$ cat src/rtl/cs_arb_pkg.sv
// Shared types and constants for the select-tree round-robin arbiter.
// Imported by the arbiter and the select decoder.
package cs_arb_pkg;

    localparam int N_REQ   = 8;
    localparam int IDX_W   = 3;
    localparam int HOLD_W  = 8;
    localparam int GUARD_W = 4;

    typedef enum logic [1:0] {
        IDLE  = 2'd0,
        GRANT = 2'd1,
        GUARD = 2'd2
    } state_t;

    // Successor index, wrapping 7 back to 0.
    function automatic logic [IDX_W-1:0] next_idx(
        input logic [IDX_W-1:0] idx
    );
        return idx + 1'b1;
    endfunction

endpackage

$ cat src/rtl/cs_rr_arbiter_decoder.sv
// 3-to-8 one-hot select decoder of the 5-to-32 select tree.
// All outputs are low while enable is low.
module decoder
    import cs_arb_pkg::*;
(
    input  logic [IDX_W-1:0] in,
    input  logic             enable,
    output logic [N_REQ-1:0] D
);

    // One output per index; only the addressed line rises when enabled.
    always_comb begin
        D = '0;
        for (int i = 0; i < N_REQ; i++) begin
            D[i] = enable & (in == IDX_W'(i));
        end
    end

endmodule

$ cat src/rtl/cs_rr_arbiter.sv
// Round-robin owner arbiter for the shared select decoder.
// Break-before-make guard gaps and a per-ownership hold limit.
module cs_rr_arbiter
    import cs_arb_pkg::*;
#(
    parameter int MAX_HOLD  = 16,
    parameter int GUARD_CYC = 1
) (
    input  logic             clk,
    input  logic             rst_n,
    input  logic [N_REQ-1:0] req,
    output logic [N_REQ-1:0] gnt,
    output logic [IDX_W-1:0] gnt_idx,
    output logic             gnt_valid,
    output logic             timeout
);

    localparam logic [HOLD_W-1:0]  LP_MAX_HOLD  = HOLD_W'(MAX_HOLD);
    localparam logic [GUARD_W-1:0] LP_GUARD_CYC = GUARD_W'(GUARD_CYC);

    state_t             r_state;
    logic [IDX_W-1:0]   r_ptr;
    logic [N_REQ-1:0]   r_lockout;
    logic [IDX_W-1:0]   r_gnt_idx;
    logic               r_gnt_valid;
    logic               r_timeout;
    logic [HOLD_W-1:0]  r_hold;
    logic [GUARD_W-1:0] r_guard;

    logic [N_REQ-1:0]   w_elig;
    logic               w_win_found;
    logic [IDX_W-1:0]   w_win_idx;
    logic               w_owner_req;
    logic               w_hold_max;
    logic               w_guard_done;
    logic               w_expire;
    logic [N_REQ-1:0]   w_lock_set;

    assign w_elig       = req & ~r_lockout;
    assign w_owner_req  = req[r_gnt_idx];
    assign w_hold_max   = (r_hold == LP_MAX_HOLD);
    assign w_guard_done = (r_guard == LP_GUARD_CYC);

    // Hold limit reached while the owner still wants the resource.
    assign w_expire = (r_state == GRANT) & w_owner_req & w_hold_max;

    // Priority scan starting at the pointer, first eligible wins.
    always_comb begin
        logic [IDX_W-1:0] v_cand;
        w_win_found = 1'b0;
        w_win_idx   = r_ptr;
        v_cand      = r_ptr;
        for (int k = 0; k < N_REQ; k++) begin
            v_cand = r_ptr + IDX_W'(k);
            if (!w_win_found && w_elig[v_cand]) begin
                w_win_found = 1'b1;
                w_win_idx   = v_cand;
            end
        end
    end

    // Lockout bit to set for an owner reclaimed by the hold limit.
    always_comb begin
        w_lock_set = '0;
        if (w_expire) begin
            w_lock_set[r_gnt_idx] = 1'b1;
        end
    end

    // Lockout clears whenever the locked requester drops its request.
    always_ff @(posedge clk or negedge rst_n) begin
        if (!rst_n) begin
            r_lockout <= '0;
        end else begin
            r_lockout <= (r_lockout & req) | w_lock_set;
        end
    end

    // Ownership FSM with registered grant, counters and timeout pulse.
    always_ff @(posedge clk or negedge rst_n) begin
        if (!rst_n) begin
            r_state     <= IDLE;
            r_ptr       <= '0;
            r_gnt_idx   <= '0;
            r_gnt_valid <= 1'b0;
            r_timeout   <= 1'b0;
            r_hold      <= '0;
            r_guard     <= '0;
        end else begin
            r_timeout <= 1'b0;
            unique case (r_state)
                IDLE: begin
                    if (w_win_found) begin
                        r_state     <= GRANT;
                        r_gnt_idx   <= w_win_idx;
                        r_gnt_valid <= 1'b1;
                        r_hold      <= HOLD_W'(1);
                    end
                end
                GRANT: begin
                    if (!w_owner_req) begin
                        r_state     <= GUARD;
                        r_gnt_valid <= 1'b0;
                        r_ptr       <= next_idx(r_gnt_idx);
                        r_guard     <= GUARD_W'(1);
                    end else if (w_hold_max) begin
                        r_state     <= GUARD;
                        r_gnt_valid <= 1'b0;
                        r_timeout   <= 1'b1;
                        r_ptr       <= next_idx(r_gnt_idx);
                        r_guard     <= GUARD_W'(1);
                    end else begin
                        r_hold <= r_hold + 1'b1;
                    end
                end
                GUARD: begin
                    if (w_guard_done) begin
                        r_state <= IDLE;
                    end else begin
                        r_guard <= r_guard + 1'b1;
                    end
                end
                default: begin
                    r_state     <= IDLE;
                    r_gnt_valid <= 1'b0;
                end
            endcase
        end
    end

    assign gnt_idx   = r_gnt_idx;
    assign gnt_valid = r_gnt_valid;
    assign timeout   = r_timeout;

    // The decoder turns owner index and valid into the one-hot select.
    decoder u_dec (
        .in     (r_gnt_idx),
        .enable (r_gnt_valid),
        .D      (gnt)
    );

endmodule

$ cat config.mk
export PLATFORM = sky130hd
export DESIGN_NAME = cs_rr_arbiter
export DESIGN_NICKNAME = d
export VERILOG_FILES = /design/src/rtl/cs_arb_pkg.sv /design/src/rtl/cs_rr_arbiter_decoder.sv /design/src/rtl/cs_rr_arbiter.sv
export SDC_FILE = /design/constraint.sdc
export NUM_CORES = 1
export LEC_CHECK = 0
export ABC_AREA = 1
export CORE_MARGIN = 2
export CORE_UTILIZATION = 40
export DETAILED_ROUTE_END_ITERATION = 8
export PLACE_DENSITY_LB_ADDON = 0.3
export REMOVE_ABC_BUFFERS = 1
export SYNTH_ARGS = -nofsm -noshare
export SYNTH_HDL_FRONTEND = slang
export SYNTH_SLANG_ARGS = --single-unit
$ cat constraint.sdc
create_clock -name clk -period 6.25 [get_ports clk]
set_input_delay 1.5625 -clock clk [delete_from_list [all_inputs] [get_ports clk]]
set_output_delay 1.5625 -clock clk [all_outputs]
set_load 0.005 [all_outputs]
# == After elaboration in Yosys (flattened, before gate mapping) ==
# Index checks and enable logic that the tools add are counted.
# totals
register_bits,30
in_bits,10
word_cells,144
# op_classes
eq_ne,18
magnitude_cmp,10
reduce_logical,25
mux,58
n_addsub,10
n_bitwise,15
# op_table
cell,count
"less-than comparator 3 x 4 -> 1 bit, second input constant",9
2-to-1 mux 8 bit,4
binary-select mux 1 bit (select 3 bit),9
2-to-1 mux 3 bit,9
2-to-1 mux 1 bit,24
bitwise AND 8 bit,2
one-hot mux 8 bit (2 select lines),1
"adder 3 bit, second input constant",4
"== test 3 bit, second input constant",4
2-to-1 mux 4 bit,3
bitwise AND 1 bit,10
"!= test 2 bit, second input constant",5
AND reduction 3 bit,3
"adder 8 x 1 -> 8 bit, second input constant",1
"== test 8 x 5 -> 1 bit, second input constant",1
logical AND 1 bit,8
2-to-1 mux 2 bit,4
inverter 8 bit,1
bitwise OR 8 bit,1
one-hot mux 4 bit (2 select lines),1
zero test 1 bit,7
"adder 3 x 1 -> 3 bit, second input constant",2
"adder 3 x 2 -> 3 bit, second input constant",2
"== test 3 x 2 -> 1 bit, second input constant",2
17 further kinds,19

# == Logic depth before layout (Yosys ltp) ==
# logic_depth
ltp_word,28
ltp_mapped,19

# == Hierarchy ==
# Synthesis repeated with hierarchy kept, for this count alone.
# unflattened
cells_unflattened,333
hier_area_um2,2367.3
# modules_own_cells
module,seq_area_each_um2,area_per_inst_um2,instances,cells_each
cs_rr_arbiter,750.7,2303.5,1,316
decoder,0.0,63.8,1,17

# == Least setup slack after synthesis ==
# OpenSTA, ideal clock, no wires.
# synth_path
path_kind,input -> register
startpoint,input port req[2]
endpoint,register r_hold[0]
required_time_ns,6.131
cell_stages,13
setup_time_ns,0.119
setup_slack_ns,3.361
t_arrival_ns,2.769
path_cell_list,nand3_1 nand3_1 nand3_1 nand2_4 nor2_8 nand4_4 nor2_4 nand3_2 nand2_2 nand2_2 buf_6 o21ai_2 nand2_1
# synth_via
elab_chain_cells,27
# synth_lines
item,line_no,text
start: declaration,cs_rr_arbiter.sv:11,"input logic [N_REQ-1:0] req,"
bitwise AND 8 bit,cs_rr_arbiter.sv:39,assign w_elig = req & ~r_lockout;
binary-select mux 1 bit (select 3 bit),cs_rr_arbiter.sv:55,if (!w_win_found && w_elig[v_cand]) begin
2-to-1 mux 1 bit (implied by the code),cs_rr_arbiter.sv:55,
2-to-1 mux 1 bit,cs_rr_arbiter.sv:55,
zero test 1 bit,cs_rr_arbiter.sv:55,
logical AND 1 bit,cs_rr_arbiter.sv:55,
2-to-1 mux 1 bit,cs_rr_arbiter.sv:55,
zero test 1 bit,cs_rr_arbiter.sv:55,
[11 not listed],-,
zero test 1 bit,cs_rr_arbiter.sv:55,
logical AND 1 bit,cs_rr_arbiter.sv:55,
2-to-1 mux 1 bit,cs_rr_arbiter.sv:55,
zero test 1 bit,cs_rr_arbiter.sv:55,
logical AND 1 bit,cs_rr_arbiter.sv:55,
2-to-1 mux 1 bit,cs_rr_arbiter.sv:55,
!= test 2 bit (no source line),-,
AND reduction 4 bit (no source line) *,-,
end signal: assignment,cs_rr_arbiter.sv:113,r_hold <= r_hold + 1'b1;
end: declaration,cs_rr_arbiter.sv:27,logic [HOLD_W-1:0] r_hold;
# Every way passes the cells marked *; elsewhere a longest branch is shown, timed or not. The select of a mux whose other input is x is not followed.
# A chain may end at the register's enable or synchronous reset.

# == Worst setup path after layout ==
# layout_path
startpoint,input port req[5]
endpoint,register r_hold[4]
# The elaborated chain is that of the path after synthesis.

==> impl_metrics.tcl <==
set metrics [dict create \
    power_density_mw_per_mm2 523 \
    synth_area_leaders "dfrtp_1, nand2_1, nand3_1" \
    synth-warning-count 0 \
    async_flop_share 1.00 \
    synth-compound-area-share 0.0669 \
    clock_path_buffers 2 \
    path_delay_family "simple AND/OR/NAND/NOR gates" \
    die_x_um 83.8 \
    path_clk_slew_ns 0.07 \
    synthAdderAreaFrac 0.0590 \
    antenna_found_initial 0 \
    r2r-start "r_ptr[1]$_DFFE_PN0P_" \
    synth_xor_area_frac 0.0511 \
    drt_wl_total_mm 6.04 \
    worstSetupPathType "in2reg" \
    cts_tree "built" \
    die_area_mm2 0.00702 \
    synth_common_cells "nand2_1, inv_1, nand3_1" \
    port_buffers 22 \
    cpPeakStageDelay_ns 0.50 \
    crit_slowest_cell "clkdlybuf4s50_1" \
    synth-simple-area-share 0.401 \
    tightest_slew_ns 0.636 \
    place_inst 459 \
    synth.most_common_cell "nand2_1" \
    grt_max_degree 31 \
    hp-class "reg2reg" \
    diodes 0 \
    grt_pass1_vias 2290 \
    setup_slack_ns 2.73 \
    io_pins 23 \
    whs_ns 0.523 \
    nets 411 \
    worstPathMaxFanout 11 \
    syn_to_final_growth_pct 13.6 \
    cp.arrival_ns 3.69 \
    drv_cap 0 \
    crit_chain "clkdlybuf4s50_1 -> nand3_1 -> nand3_1 -> nand3_1 -> nand2_2 -> nor2_8 -> nand4_4 -> nor2_4 -> nand3_2 -> nand2_2 -> nand2_2 -> nand2_1 -> o21ai_2" \
    irDropWorstVdd_mv 0.317 \
    grt_pass1_wl_mm 10.7 \
    max_freq_ghz 0.284 \
    h-tree-depth 2 \
    startpoint "req[5]" \
    numCtsBuffers 5 \
    overflow 0 \
    tns_ns 0 \
    core_area_mm2 0.00624 \
    place_hpwl_mm 4.70 \
    final_max_slew_viol_count 0 \
    first_iter_violations 76 \
    first_pass_iters 4 \
    yosysTopAreaCellShare 0.295 \
    cts-resized-gates 0 \
    synth_top_family_by_area "simple AND/OR/NAND/NOR gates" \
    ctsHoldBuffers 0 \
    yosysSeqAreaShare 0.295 \
    preCtsSetupSlack_ns 2.45 \
    rsz0062_at_grt "no" \
    critPathLaunchType "input port" \
    slew-limit-headroom 0.576 \
    drt-vias-per-instance 5.06 \
    antenna_left 0 \
    drive_above_1_share 0.100 \
    crit_buf_inv 1 \
    fillCellCount 658 \
    end_kind "flop" \
    synth.distinct_cells 29 \
    min_from "r_guard[0]$_DFFE_PN0P_" \
    start_util 0.408 \
    synth-edff-count 0 \
    gp_routability_congestion 0.898 \
    leakage_nw 1.44 \
    num_rows 29 \
    fin_skew_ns 0.00927 \
    detail_route.wl_per_cell_um 12.9 \
    syn_inst 366 \
    ys_ff_latch 30 \
    syn_area_mm2 0.00254 \
    setup_viol 0 \
    synth_flop_cell "dfrtp_1" \
    cp.required_ns 6.42 \
    clkSinkCount 30 \
    finalNonFillerCells 467 \
    post-synth-top-area-cell "dfrtp_1" \
    cts_setup_buffers 0 \
    grt_usage 0.187 \
    cts_root_buf "clkbuf_8" \
    synthMuxAreaShare 0 \
    period_share 0.563 \
    drc_errors 0 \
    worstSkewPairLatency_ns 0.28 \
    vias 2362 \
    synth.avg_cell_area_um2 6.95 \
    hold_violations 0 \
    fin_crit_ns 3.52 \
    outcome "finished clean" \
    die_h_um 83.8 \
]
[worst paths after layout]
path                                     endpoint  slack, ns  cells past startpoint
min in group asynchronous   gnt_valid$_DFFE_PN0P_       1.69                      2
setup / recovery            r_hold[4]$_DFFE_PN0P_       2.73                     13
max in group asynchronous   r_hold[4]$_DFFE_PN0P_       4.28                      2
setup reg to reg            r_hold[4]$_DFFE_PN0P_       3.05                     14
hold / removal             r_guard[0]$_DFFE_PN0P_       0.52                      1
hold reg to reg            r_guard[0]$_DFFE_PN0P_       0.52                      1
[where the power goes]
part | switching, W | total (W) | internal (W)
clock network | 0.0000749 | 0.000163 | 0.0000884
logic | 0.000670 | 0.00102 | 0.000352
registers | 0.0000923 | 0.000328 | 0.000235
total | 0.000837 | 0.00151 | 0.000676
[layer usage]
| layer | GRT usage | vias up | wire [um] |
|---|---|---|---|
| li1 | - | 1208 | - |
| met1 | 0.249 | 1088 | 2810 |
| met2 | 0.309 | 58 | 2840 |
| met3 | 0.0326 | 8 | 308 |
| met4 | 0.0601 | 0 | 88 |
| met5 | 0 | - | 0 |
[layout make-up]
type / instances / area (um2) / share of cell area
multi-input combinational: 262 / 1470 / 0.508
sequential: 30 / 751 / 0.260
inverter: 67 / 251 / 0.0870
timing repair buffer: 23 / 228 / 0.0788
tap: 77 / 96.3 / 0.0333
clock buffer: 6 / 82.6 / 0.0286
clock inverter: 2 / 12.5 / 0.00433
[kinds of logic after synthesis]
group	after synthesis
XOR/XNOR	11
AND/OR/NAND/NOR	212
buffers and inverters	74
AO/OA/AOI/OAI	27
flip-flops	30
adder cells (fa/ha/maj)	12
[worst reg2reg max path: cells and delay by family (launching register included)]
family / cells / cell delay, ns
flip-flops: 1 / 0.61
buffers and inverters: 2 / 0.52
adder cells (fa/ha/maj): 1 / 0.44
AND/OR/NAND/NOR: 10 / 1.45
AO/OA/AOI/OAI: 1 / 0.06
[cells in the final DEF, fill, tap and decap left out, drive strengths merged, types with 5 or more instances in the layout]
| master | Yosys | routed |
|---|---|---|
| o22ai | 12 | 12 |
| xor2 | 7 | 7 |
| clkdlybuf4s50 | 0 | 22 |
| dfrtp | 30 | 30 |
| nand2 | 95 | 95 |
| nor2 | 40 | 40 |
| inv | 67 | 67 |
| nand4 | 6 | 6 |
| nor3 | 5 | 5 |
| nand3 | 65 | 65 |
| clkbuf | 0 | 6 |
| o21ai | 10 | 10 |
| ha | 12 | 12 |
[registers in the layout, indices dropped and copies added, names as in the netlist]
register   count
r_state        2
r_hold         8
r_guard        4
timeout        1
gnt_idx        3
r_lockout      8
gnt_valid      1
r_ptr          3
[stage by stage]
| stage | utilization | total power [W] | instance area (um2) |
|---|---|---|---|
| floorplan | - | 0.00109 | 2470 |
| CTS | 0.463 | 0.00152 | 2890 |
| detailed placement | 0.448 | 0.00135 | 2800 |
| global route | 0.463 | 0.00169 | 2890 |
| finish | 0.463 | 0.00151 | 2890 |
| global placement | 0.448 | 0.00133 | 2800 |
Power figures use the tool's default switching activity.
